### src/rtl/dc_pmu_pkg.sv
// rtl/dc_pmu_pkg.sv - shared DC converter code width, code type and ramp FSM states
package dc_pmu_pkg;

    localparam int CODE_W = 6;

    typedef logic [CODE_W-1:0] dc_code_t;

    typedef enum logic [1:0] {
        DC_IDLE,
        DC_RAMP,
        DC_SETTLE
    } dc_ramp_state_e;

endpackage

### src/rtl/dc_ramp_ctrl_if.sv
// rtl/dc_ramp_ctrl_if.sv - target request handshake bundle; bypass field only with DC_RAMP_BYPASS_EN
interface dc_ramp_ctrl_if
    import dc_pmu_pkg::*;
#(
    parameter int DIV_W = 8
);

    logic             tgt_valid;
    logic             tgt_ready;
    dc_code_t         tgt_code;
    logic [DIV_W-1:0] step_div;
`ifdef DC_RAMP_BYPASS_EN
    logic             bypass;
`endif

    modport master (
        output tgt_valid,
        output tgt_code,
        output step_div,
`ifdef DC_RAMP_BYPASS_EN
        output bypass,
`endif
        input  tgt_ready
    );

    modport slave (
        input  tgt_valid,
        input  tgt_code,
        input  step_div,
`ifdef DC_RAMP_BYPASS_EN
        input  bypass,
`endif
        output tgt_ready
    );

endinterface

### src/rtl/dc_step_timer.sv
// rtl/dc_step_timer.sv - loadable down-counter pacing one code step per divider period
module dc_step_timer #(
    parameter int DIV_W = 8
) (
    input  logic             clk_i,
    input  logic             rst_i,
    input  logic             load_i,
    input  logic [DIV_W-1:0] load_val_i,
    input  logic             dec_i,
    output logic             zero_o
);

    logic [DIV_W-1:0] cnt_q;

    always_ff @(posedge clk_i) begin
        if (rst_i) begin
            cnt_q <= '0;
        end else if (load_i) begin
            cnt_q <= load_val_i;
        end else if (dec_i && (cnt_q != '0)) begin
            cnt_q <= cnt_q - DIV_W'(1);
        end
    end

    assign zero_o = (cnt_q == '0);

endmodule

### src/rtl/dc_ramp_ctrl.sv
// rtl/dc_ramp_ctrl.sv - slew-limited DC converter code sequencer; DC_RAMP_BYPASS_EN enables direct-load bypass
module dc_ramp_ctrl
    import dc_pmu_pkg::*;
#(
    parameter int       DIV_W      = 8,
    parameter int       SETTLE_CYC = 4,
    parameter dc_code_t RESET_CODE = '0
) (
    input  logic           clk_i,
    input  logic           rst_i,
    input  logic           en_i,
    dc_ramp_ctrl_if.slave  bus,
    output dc_code_t       code_o,
    output logic           busy_o,
    output logic           done_o
);

    localparam int SET_W = (SETTLE_CYC > 1) ? $clog2(SETTLE_CYC) : 1;

    dc_ramp_state_e   state_q, state_d;
    dc_code_t         code_q, code_d;
    dc_code_t         tgt_q, tgt_d;
    logic [DIV_W-1:0] div_q, div_d;
    logic [SET_W-1:0] settle_q, settle_d;
    logic             done_q, done_d;
    logic             byp_q, byp_d;
    logic             byp_in;
    logic             accept;
    logic             tmr_load, tmr_dec, tmr_zero;
    logic [DIV_W-1:0] tmr_val;
    dc_code_t         code_step;

`ifdef DC_RAMP_BYPASS_EN
    assign byp_in = bus.bypass;
`else
    assign byp_in = 1'b0;
`endif

    assign bus.tgt_ready = (state_q == DC_IDLE) && en_i && !rst_i;
    assign accept        = bus.tgt_valid && bus.tgt_ready;
    assign code_step     = (tgt_q > code_q) ? code_q + dc_code_t'(1) : code_q - dc_code_t'(1);

    dc_step_timer #(.DIV_W(DIV_W)) u_div_tmr (
        .clk_i      (clk_i),
        .rst_i      (rst_i),
        .load_i     (tmr_load),
        .load_val_i (tmr_val),
        .dec_i      (tmr_dec),
        .zero_o     (tmr_zero)
    );

    always_comb begin
        state_d  = state_q;
        code_d   = code_q;
        tgt_d    = tgt_q;
        div_d    = div_q;
        settle_d = settle_q;
        byp_d    = byp_q;
        done_d   = 1'b0;
        tmr_load = 1'b0;
        tmr_dec  = 1'b0;
        tmr_val  = div_q;
        unique case (state_q)
            DC_IDLE: begin
                if (accept) begin
                    tgt_d = bus.tgt_code;
                    div_d = bus.step_div;
                    byp_d = byp_in;
                    if (bus.tgt_code == code_q) begin
                        done_d = 1'b1;
                    end else begin
                        state_d  = DC_RAMP;
                        tmr_load = 1'b1;
                        tmr_val  = bus.step_div;
                    end
                end
            end
            DC_RAMP: begin
                // Disable wins over a due step so the held code is the last one the decoder saw.
                if (!en_i) begin
                    state_d = DC_IDLE;
                end else if (byp_q) begin
                    code_d   = tgt_q;
                    state_d  = DC_SETTLE;
                    settle_d = SET_W'(SETTLE_CYC - 1);
                end else if (tmr_zero) begin
                    code_d   = code_step;
                    tmr_load = 1'b1;
                    if (code_step == tgt_q) begin
                        state_d  = DC_SETTLE;
                        settle_d = SET_W'(SETTLE_CYC - 1);
                    end
                end else begin
                    tmr_dec = 1'b1;
                end
            end
            DC_SETTLE: begin
                if (!en_i) begin
                    state_d = DC_IDLE;
                end else if (settle_q == '0) begin
                    state_d = DC_IDLE;
                    done_d  = 1'b1;
                end else begin
                    settle_d = settle_q - SET_W'(1);
                end
            end
            default: state_d = DC_IDLE;
        endcase
    end

    always_ff @(posedge clk_i) begin
        if (rst_i) begin
            state_q  <= DC_IDLE;
            code_q   <= RESET_CODE;
            tgt_q    <= RESET_CODE;
            div_q    <= '0;
            settle_q <= '0;
            byp_q    <= 1'b0;
            done_q   <= 1'b0;
        end else begin
            state_q  <= state_d;
            code_q   <= code_d;
            tgt_q    <= tgt_d;
            div_q    <= div_d;
            settle_q <= settle_d;
            byp_q    <= byp_d;
            done_q   <= done_d;
        end
    end

    assign code_o = code_q;
    assign busy_o = (state_q != DC_IDLE);
    assign done_o = done_q;

endmodule

### src/flat_wrapper.sv
// flat-port wrapper written by rule: the top's interface ports become plain ports
module dc_ramp_ctrl_flat import dc_pmu_pkg::*;
#(
    parameter int       DIV_W      = 8,
    parameter int       SETTLE_CYC = 4,
    parameter dc_code_t RESET_CODE = '0
)
  (clk_i, rst_i, en_i, code_o, busy_o, done_o, bus_tgt_valid, bus_tgt_code, bus_step_div, bus_tgt_ready);
  dc_ramp_ctrl_if #(.DIV_W(DIV_W)) bus_i ();
  input  logic clk_i;
  input  logic rst_i;
  input  logic en_i;
  output dc_code_t code_o;
  output logic busy_o;
  output logic done_o;
  input wire logic [$bits(bus_i.tgt_valid)-1:0] bus_tgt_valid;
  input wire logic [$bits(bus_i.tgt_code)-1:0] bus_tgt_code;
  input wire logic [$bits(bus_i.step_div)-1:0] bus_step_div;
  output wire logic [$bits(bus_i.tgt_ready)-1:0] bus_tgt_ready;
  assign bus_i.tgt_valid = bus_tgt_valid;
  assign bus_i.tgt_code = bus_tgt_code;
  assign bus_i.step_div = bus_step_div;
  assign bus_tgt_ready = bus_i.tgt_ready;
  dc_ramp_ctrl #(.DIV_W(DIV_W), .SETTLE_CYC(SETTLE_CYC), .RESET_CODE(RESET_CODE)) u_core (.clk_i(clk_i), .rst_i(rst_i), .en_i(en_i), .bus(bus_i), .code_o(code_o), .busy_o(busy_o), .done_o(done_o));
endmodule
### config.mk
export PLATFORM = sky130hd
export DESIGN_NAME = dc_ramp_ctrl_flat
export DESIGN_NICKNAME = d
export VERILOG_FILES = /design/src/rtl/dc_pmu_pkg.sv /design/src/rtl/dc_ramp_ctrl_if.sv /design/src/rtl/dc_step_timer.sv /design/src/rtl/dc_ramp_ctrl.sv /design/src/flat_wrapper.sv
export SDC_FILE = /design/constraint.sdc
export NUM_CORES = 1
export LEC_CHECK = 0
export ABC_AREA = 1
export CAP_MARGIN = 20
export CORE_MARGIN = 2
export CORE_UTILIZATION = 40
export CTS_CLUSTER_DIAMETER = 50
export CTS_CLUSTER_SIZE = 40
export DETAILED_ROUTE_END_ITERATION = 7
export GPL_TIMING_DRIVEN = 0
export PLACE_DENSITY_LB_ADDON = 0.2
export SYNTH_ARGS = -nofsm -noshare
export SYNTH_HDL_FRONTEND = slang
export SYNTH_HIERARCHICAL = 1
export SYNTH_SLANG_ARGS = --single-unit
### constraint.sdc
create_clock -name clk_i -period 3.22 [get_ports clk_i]
set_clock_uncertainty 0.2 [all_clocks]
set_input_delay 0.644 -clock clk_i [delete_from_list [all_inputs] [get_ports clk_i]]
set_output_delay 0.644 -clock clk_i [all_outputs]
set_load 0.01 [all_outputs]
==> qor.txt, run 1 <==
die area -> 6430 um^2
worst endpoint required time -> 3.19 ns
clock root cell -> sky130_fd_sc_hd__clkbuf_8
sequential fraction of design power -> 0.357
post-synth design cell area -> 2320 um^2
outcome -> finished, final reports clean
startpoint-to-endpoint class of the critical path -> reg -> reg
slowest stage cell on the critical path -> sky130_fd_sc_hd__dfxtp_4
cell area power density -> 442 nW/um^2
met3 Track Usage GR -> 0.0438
number of buffers inserted by hold repair at cts -> 0
top area cells in the synthesized netlist -> sky130_fd_sc_hd__dfxtp_1 (28%), sky130_fd_sc_hd__nand2_1 (14%), sky130_fd_sc_hd__nand3_1 (8.2%)
most utilized layer in the global route result -> met2
maximum number of pins on one net before global-route repair -> 12
post-route DRC violation count -> 0
total power -> 1.26 mW
drt initial violations -> 85
final non-filler cell total -> 443
worst slack on hold paths -> 0.264 ns
number of setup violations in the final report -> 0
Area growth, synth to finish -> 22.5%
area share of the largest cell type after synthesis -> 0.285
Max Slew Vio Count -> 0
number of cells produced by synthesis -> 336
first-pass GRT wire length -> 9220 um
WP data arrival -> 3.06 ns
DIE WIDTH -> 80.2 um
clock insertion delay at the later pin of the skew report -> 0.29 ns
library cell occupying the most area in the post-synthesis netlist -> sky130_fd_sc_hd__dfxtp_1
Global Route met2 Usage -> 0.298
average footprint of a synthesized cell -> 6.91 um^2
WL/cell -> 12.1 um
vias per std cell -> 5.04
GRT met1 Usage -> 0.232
CP bufs+invs -> 2
peak ir drop on the vdd network -> 0.000273 V
final period utilization -> 0.958
Synth Register Bits -> 33
Synth Net Count -> 369
combinational share of power -> 0.379
via count -> 2231
global router's overall resource usage -> 0.181
antenna cells -> 0
crit-path cells -> inv_1 -> ha_1 -> a21oi_1 -> nand3_2 -> nand2_4 -> inv_1 -> fa_2 -> nand3b_1 -> nand2_1 -> xnor2_2 -> xnor2_2 -> nor2_4 -> nand4_4 -> a21oi_1 -> nor2_1
internal cell power -> 0.805 mW
kind of launch point of the worst setup path -> register
# nets final -> 403
post-synthesis cell type count -> 34
Static Leakage -> 1.32 nW
sw frac -> 0.360
length of the first detailed-routing pass in iterations -> 5
total net switching power -> 0.454 mW
# H-tree levels -> 2
weighted congestion reported at the end of routability-driven placement -> 0.831
actual slew at the worst max-slew pin -> 0.519 ns
kind of cell adding the most delay to the critical path -> simple AND/OR/NAND/NOR gates
starting density of the core -> 0.419
summed negative setup slack over all endpoints -> 0 ns
worst-case headroom to the max-slew limit -> 0.654
maximum single-stage delay on the critical path -> 0.37 ns
achievable frequency -> 324 MHz
via count of the first global-routing pass -> 2086
warning count from the yosys run -> 6
Port Buffer Count -> 26
post-placement cell count -> 434
row count -> 27
biggest fanout along the worst timing path -> 6
core area -> 5540 um^2
share of post-route cells with drive strength above 1 -> 0.159
sequential cell area fraction in the yosys report -> 0.285
Detailed Route WL -> 5380 um
initial antenna violation count -> 0
overall overflow remaining after global route -> 0
vertical extent of the die -> 80.2 um
count of antenna-violating nets left after detailed routing -> 0
fill cell count -> 590
RSZ-0062 raised after global routing -> yes
TritonCTS clock tree -> yes
register clock-pin slew on the reported worst setup and hold paths -> 0.07 ns
clock tree buffer depth -> 2
clock sinks -> 33
post-detail-place hpwl -> 4110 um
hold crit path type -> reg -> reg
CP endpoint kind -> register
Maximum Capacitance Violations -> 0
CTS Buf Count -> 5
final hold violation count -> 0
Tmin final -> 3.08 ns
fraction of power consumed by the clock network -> 0.264
number of primary I/O pins -> 27
cell families after synthesis:
family	count (synthesis)	share of synthesized area
XOR/XNOR	6	0.0291
multiplexers	8	0.0388
buffers and inverters	57	0.0987
AND/OR/NAND/NOR	177	0.371
AO/OA/AOI/OAI	40	0.0933
adder cells (fa/ha/maj)	15	0.0841
flip-flops	33	0.285
flip-flops by register name (all words and copies together) (netlist names):
register,count
u_core/done_o,1
u_core/tgt_q,6
u_core/settle_q,2
u_core/code_o,6
u_core/u_div_tmr/cnt_q,8
u_core/state_q,2
u_core/div_q,8
cell type report:
type / count / area [um^2] / share of cell area
clock inverter: 2 / 13.8 / 0.00484
buffer: 6 / 35.0 / 0.0123
tap: 72 / 90.1 / 0.0317
timing repair buffer: 28 / 278 / 0.0977
sequential: 33 / 674 / 0.237
clock buffer: 6 / 82.6 / 0.0290
inverter: 50 / 190 / 0.0669
multi-input combinational: 246 / 1480 / 0.520
layout by cell type (no fill, tap or decap), types with 2 or more instances in the layout:
| cell | instances |
|---|---|
| sky130_fd_sc_hd__nand2_1 | 87 |
| sky130_fd_sc_hd__inv_1 | 41 |
| sky130_fd_sc_hd__nand3_1 | 37 |
| sky130_fd_sc_hd__dfxtp_1 | 28 |
| sky130_fd_sc_hd__clkdlybuf4s50_1 | 25 |
| sky130_fd_sc_hd__nor2_1 | 19 |
| sky130_fd_sc_hd__a21oi_1 | 18 |
| sky130_fd_sc_hd__ha_1 | 13 |
| sky130_fd_sc_hd__o21ai_1 | 12 |
| sky130_fd_sc_hd__mux2_1 | 8 |
| sky130_fd_sc_hd__inv_2 | 7 |
| sky130_fd_sc_hd__clkbuf_8 | 6 |
| sky130_fd_sc_hd__nand3_2 | 6 |
| sky130_fd_sc_hd__nor2_2 | 4 |
| sky130_fd_sc_hd__nand2_4 | 4 |
| sky130_fd_sc_hd__nand2_2 | 4 |
| sky130_fd_sc_hd__nand4_1 | 4 |
| sky130_fd_sc_hd__o21ai_0 | 4 |
| sky130_fd_sc_hd__clkinv_2 | 3 |
| sky130_fd_sc_hd__or2_1 | 3 |
| sky130_fd_sc_hd__buf_4 | 3 |
| sky130_fd_sc_hd__nor3_1 | 3 |
| sky130_fd_sc_hd__clkbuf_1 | 3 |
| sky130_fd_sc_hd__a21oi_2 | 3 |
| sky130_fd_sc_hd__dfxtp_4 | 3 |
| sky130_fd_sc_hd__nor2_4 | 2 |
| sky130_fd_sc_hd__xnor2_1 | 2 |
| sky130_fd_sc_hd__xnor2_2 | 2 |
| sky130_fd_sc_hd__o211ai_1 | 2 |
| sky130_fd_sc_hd__dfxtp_2 | 2 |
cell usage after synthesis:
cell type,n
sky130_fd_sc_hd__o21ai_1,12
sky130_fd_sc_hd__nor2_1,21
sky130_fd_sc_hd__nand3_1,38
sky130_fd_sc_hd__o211ai_1,2
sky130_fd_sc_hd__a21oi_4,1
sky130_fd_sc_hd__nand2_4,3
sky130_fd_sc_hd__buf_6,1
sky130_fd_sc_hd__nor3_4,1
sky130_fd_sc_hd__nor3_1,3
sky130_fd_sc_hd__a21oi_1,21
sky130_fd_sc_hd__buf_2,1
sky130_fd_sc_hd__xnor2_2,2
sky130_fd_sc_hd__nand4_4,1
sky130_fd_sc_hd__inv_2,7
sky130_fd_sc_hd__nand3b_1,1
sky130_fd_sc_hd__or2_1,3
sky130_fd_sc_hd__nor2_4,2
sky130_fd_sc_hd__nand3_2,5
sky130_fd_sc_hd__buf_4,1
sky130_fd_sc_hd__mux2_1,8
sky130_fd_sc_hd__o21ai_0,4
sky130_fd_sc_hd__nand2_1,87
sky130_fd_sc_hd__clkbuf_1,4
sky130_fd_sc_hd__clkinv_2,2
sky130_fd_sc_hd__nor4_2,1
sky130_fd_sc_hd__ha_1,14
sky130_fd_sc_hd__nor2_2,2
sky130_fd_sc_hd__xnor2_1,2
sky130_fd_sc_hd__xor2_1,2
sky130_fd_sc_hd__inv_1,41
sky130_fd_sc_hd__dfxtp_1,33
sky130_fd_sc_hd__fa_1,1
sky130_fd_sc_hd__nand4_1,4
sky130_fd_sc_hd__nand2_2,5
final timing paths:
kind	slack, ns	cells after the start	from	endpoint
worst max-delay path	0.14	15	u_core/code_o[5]$_SDFFE_PP0P_	u_core/settle_q[1]$_SDFFE_PP0P_
worst min-delay path	0.26	2	u_core/tgt_q[0]$_SDFFE_PP0P_	u_core/tgt_q[0]$_SDFFE_PP0P_
worst min register to register	0.26	2	u_core/tgt_q[0]$_SDFFE_PP0P_	u_core/tgt_q[0]$_SDFFE_PP0P_
worst max register to register	0.14	15	u_core/code_o[5]$_SDFFE_PP0P_	u_core/settle_q[1]$_SDFFE_PP0P_
metal layers:
metal / share of wire / wire length (um)
met5: 0 / 0
met4: 0.011 / 58
met3: 0.055 / 295
met2: 0.46 / 2450
met1: 0.48 / 2570
repair_timing:
action                                  in CTS  in global routing
endpoints found under the setup margin       2                 12
buffers inserted                             0                  2
resized for setup                            1                 18
hold endpoints to repair                     0                  0
pin swaps                                    0                  4
worst min-delay path: stages, from the launching register on:
cell                      delay [ns]
sky130_fd_sc_hd__dfxtp_1        0.30
sky130_fd_sc_hd__inv_1          0.06
sky130_fd_sc_hd__a21oi_1        0.06
power groups by stage:
| stage | combinational, mW | clock [mW] | sequential (mW) |
|---|---|---|---|
| final | 0.477 | 0.332 | 0.449 |
| after detailed placement | 0.432 | 0 | 0.459 |
| after floorplan | 0.335 | 0 | 0.456 |
| after CTS | 0.434 | 0.341 | 0.450 |
| after global routing | 0.536 | 0.361 | 0.453 |
| after global placement | 0.427 | 0 | 0.459 |
per-stage QoR:
step	cell area [um^2]	utilization	worst slack [ns]
6_report	2840	0.513	0.136
5_1_grt	2840	0.513	-0.0146
4_1_cts	2770	0.500	0.0175
3_5_place_dp	2670	0.482	-0.258
3_3_place_gp	2670	0.482	-0.232
2_1_floorplan	2320	-	0.307
Note: power is estimated with default switching activity, not from simulation.
==> inputs of run 2 (changes only) <==
--- a/config.mk
+++ b/config.mk
@@ -6,12 +6,13 @@
 export NUM_CORES = 1
 export LEC_CHECK = 0
 export ABC_AREA = 1
-export CAP_MARGIN = 20
+export CAP_MARGIN = 30
 export CORE_MARGIN = 2
 export CORE_UTILIZATION = 40
 export CTS_CLUSTER_DIAMETER = 50
 export CTS_CLUSTER_SIZE = 40
 export DETAILED_ROUTE_END_ITERATION = 7
+export DONT_BUFFER_PORTS = 1
 export GPL_TIMING_DRIVEN = 0
 export PLACE_DENSITY_LB_ADDON = 0.2
 export SYNTH_ARGS = -nofsm -noshare
==> constraint.sdc (replaced) <==
create_clock -name clk_i -period 3.95 [get_ports clk_i]
set_clock_uncertainty 0.2 [all_clocks]
set_input_delay 0.79 -clock clk_i [delete_from_list [all_inputs] [get_ports clk_i]]
set_output_delay 0.79 -clock clk_i [all_outputs]
set_load 0.01 [all_outputs]
==> run 2 against run 1 <==
Net effect:
- first-iteration DRC count is 26% lower
- critical path type unchanged
- clock power shrank 2%
- core utilization is 5.7 points lower
- register-to-register slack better by 0.52 ns
- routed wire length shrank 5.5%
- total power down 19%
- via count shrank 7.4%
- highest routed layer unchanged
- sequential cell count stayed put
- sequential power is 18% lower
- cell area decreased by 11%
- largest cell class unchanged
- count of clock-buffer cells in the layout decreased by 1
- largest power group is now sequential cells
- global-route usage shrank 0.41 points
==> qor.txt, run 2 (same netlist as run 1, synthesis figures left out) <==
endpoint of the most critical register-to-register path -> u_core/settle_q[0]$_SDFFE_PP0P_
Layout Cell Area excl Fill -> 2530 um^2 (-11%)
total power -> 1.02 mW (-19%)
number of buffers inserted by hold repair at cts -> 0 (unchanged)
vias per std cell -> 4.96 (-1.4%)
hold crit path type -> reg -> reg
drt initial violations -> 63 (-26%)
clock sinks -> 33 (unchanged)
worst endpoint required time -> 3.93 ns (+0.74 ns)
Port Buffer Count -> 0 (-100%)
final hold violation count -> 0 (unchanged)
Max Slew Vio Count -> 0 (unchanged)
# H-tree levels -> 2 (unchanged)
clock root cell -> sky130_fd_sc_hd__clkbuf_8
worst-case headroom to the max-slew limit -> 0.664 (+0.0102)
leading cell type in the layout, fill and taps excluded -> sky130_fd_sc_hd__nand2_1
reg2reg setup slack -> 0.65 ns (+0.52 ns)
overall overflow remaining after global route -> 0 (unchanged)
cell area power density -> 402 nW/um^2 (-9.1%)
Min-Delay Startpoint -> u_core/tgt_q[0]$_SDFFE_PP0P_
setup slack after layout -> 0.655 ns (+0.518 ns)
highest-count cells in the layout ignoring fill and taps -> sky130_fd_sc_hd__nand2_1 (87), sky130_fd_sc_hd__inv_1 (41), sky130_fd_sc_hd__nand3_1 (38)
via count of the first global-routing pass -> 1938 (-7.1%)
Maximum Capacitance Violations -> 0 (unchanged)
biggest fanout along the worst timing path -> 7 (+1)
WP data arrival -> 3.27 ns (+0.21 ns)
CP endpoint kind -> register
count of antenna-violating nets left after detailed routing -> 0 (unchanged)
Static Leakage -> 1.19 nW (-9.5%)
post-CTS resize count -> 0 (-1)
post-route DRC violation count -> 0 (unchanged)
wl on met1 -> 2550 um (-1.0%)
worst-case setup slack after placement -> 0.666 ns (+0.925 ns)
RSZ-0062 raised after global routing -> no
number of primary I/O pins -> 27 (unchanged)
die area -> 6430 um^2 (unchanged)
initial antenna violation count -> 0 (unchanged)
TritonCTS clock tree -> yes
row count -> 27 (unchanged)
startpoint-to-endpoint class of the critical path -> reg -> reg
number of setup violations in the final report -> 0 (unchanged)
core area -> 5540 um^2 (unchanged)
vertical extent of the die -> 80.2 um (unchanged)
WL/cell -> 12.2 um (+0.59%)
Tmin final -> 3.30 ns (+0.212 ns)
Placed Instance Area -> 2410 um^2 (-9.7%)
kind of launch point of the worst setup path -> register
# nets final -> 376 (-6.7%)
achievable frequency -> 303 MHz (-6.4%)
antenna cells -> 0 (unchanged)
Worst Hold End -> u_core/tgt_q[0]$_SDFFE_PP0P_
starting density of the core -> 0.419 (unchanged)
length of the first detailed-routing pass in iterations -> 4 (-1)
fin util -> 0.456 (-0.0574)
final period utilization -> 0.834 (-0.123)
post-detail-place hpwl -> 4040 um (-1.6%)
share of post-route cells with drive strength above 1 -> 0.125 (-0.0340)
registers with the highest flip-flop counts -> u_core/div_q x8, u_core/u_div_tmr/cnt_q x8
weighted congestion reported at the end of routability-driven placement -> 0.872 (+5.0%)
actual slew at the worst max-slew pin -> 0.504 ns (-0.0153 ns)
summed negative setup slack over all endpoints -> 0 ns (unchanged)
via count -> 2065 (-7.4%)
count of buffers added by post-CTS timing repair for setup -> 0 (unchanged)
global router's overall resource usage -> 0.177 (-0.00409)
maximum number of pins on one net before global-route repair -> 13 (+1)
path depth of the worst reg2reg path -> 16 (+1)
detailed-routed wire length on met2 -> 2210 um (-9.9%)
Worst Hold Path Cells -> 2 (unchanged)
Crit Reg-Reg Startpoint -> u_core/code_o[5]$_SDFFE_PP0P_
CTS Buf Count -> 5 (unchanged)
Top Metal Used -> met4
first-pass GRT wire length -> 8940 um (-3.1%)
Detailed Route WL -> 5080 um (-5.5%)
total length of routed met3 wires -> 267 um (-9.5%)
Area growth, synth to finish -> 8.84%
DIE WIDTH -> 80.2 um (unchanged)
peak ir drop on the vdd network -> 0.000194 V (-29%)
register clock-pin slew on the reported worst setup and hold paths -> 0.08 ns (about the same)
clock insertion delay at the later pin of the skew report -> 0.29 ns (about the same)
clock tree buffer depth -> 2 (unchanged)
outcome -> finished, final reports clean
[run 2: cell types whose count changed in the layout (fill, tap and decap cells not counted), moves of 2 or more]
cell                              before  now
sky130_fd_sc_hd__dfxtp_4               3    0
sky130_fd_sc_hd__dfxtp_2               2    0
sky130_fd_sc_hd__buf_4                 3    1
sky130_fd_sc_hd__dfxtp_1              28   33
sky130_fd_sc_hd__clkdlybuf4s50_1      25    0
sky130_fd_sc_hd__a21oi_1              18   21
sky130_fd_sc_hd__nor2_2                4    2
sky130_fd_sc_hd__a21oi_2               3    0
sky130_fd_sc_hd__nor2_1               19   21
[run 2: final cells by class]
type,count,area [um^2]
fillers,609,3010
multi-input cells,246,1430
flip-flops and latches,33,661
inverters,50,190
well taps,72,90.1
clock buffers,5,68.8
clock inverters,3,46.3
plain buffers,7,38.8
[run 2: where the power goes]
group          switching (mW)  internal [mW]
sequential             0.0177          0.350
combinational           0.199          0.125
clock                   0.136          0.189
[run 2: per-layer routing]
layer / vias up / GRT usage
met3: 7 / 0.0494
met2: 35 / 0.272
met5: - / 0
li1: 1095 / -
met4: 0 / 0.0475
met1: 928 / 0.242
[run 2: worst max-delay path: stages, from the launching register on]
cell,delay (ns)
sky130_fd_sc_hd__dfxtp_1,0.48
sky130_fd_sc_hd__inv_1,0.11
sky130_fd_sc_hd__ha_1,0.32
sky130_fd_sc_hd__nand2_1,0.08
sky130_fd_sc_hd__nor2_1,0.13
sky130_fd_sc_hd__nand3_1,0.12
sky130_fd_sc_hd__nand2_2,0.19
sky130_fd_sc_hd__inv_1,0.07
sky130_fd_sc_hd__fa_1,0.48
sky130_fd_sc_hd__a21oi_1,0.15
sky130_fd_sc_hd__o21ai_0,0.11
sky130_fd_sc_hd__nor2_2,0.15
sky130_fd_sc_hd__nand3_2,0.10
sky130_fd_sc_hd__nor2_4,0.16
sky130_fd_sc_hd__nand4_4,0.14
sky130_fd_sc_hd__a21oi_1,0.15
sky130_fd_sc_hd__nor2_1,0.06
[run 2: worst max-delay path by stage]
stage	cells after the start	end	startpoint	slack, ns
final	16	u_core/settle_q[0]$_SDFFE_PP0P_	u_core/code_o[5]$_SDFFE_PP0P_	0.65
after global routing	16	u_core/settle_q[1]$_SDFFE_PP0P_	u_core/code_o[5]$_SDFFE_PP0P_	0.34
after CTS	16	u_core/settle_q[0]$_SDFFE_PP0P_	u_core/code_o[5]$_SDFFE_PP0P_	0.64
after detailed placement	16	u_core/settle_q[0]$_SDFFE_PP0P_	u_core/code_o[5]$_SDFFE_PP0P_	0.67
after global placement	16	u_core/settle_q[0]$_SDFFE_PP0P_	u_core/code_o[5]$_SDFFE_PP0P_	0.70
after floorplan	16	u_core/settle_q[0]$_SDFFE_PP0P_	u_core/code_o[5]$_SDFFE_PP0P_	1.04
[run 2: through the flow]
stage | hold WS [ns] | std cells
floorplan | 0.233 | 336
global placement | 0.247 | 408
detailed placement | 0.252 | 408
CTS | 0.264 | 416
global route | 0.287 | 416
finish | 0.264 | 416
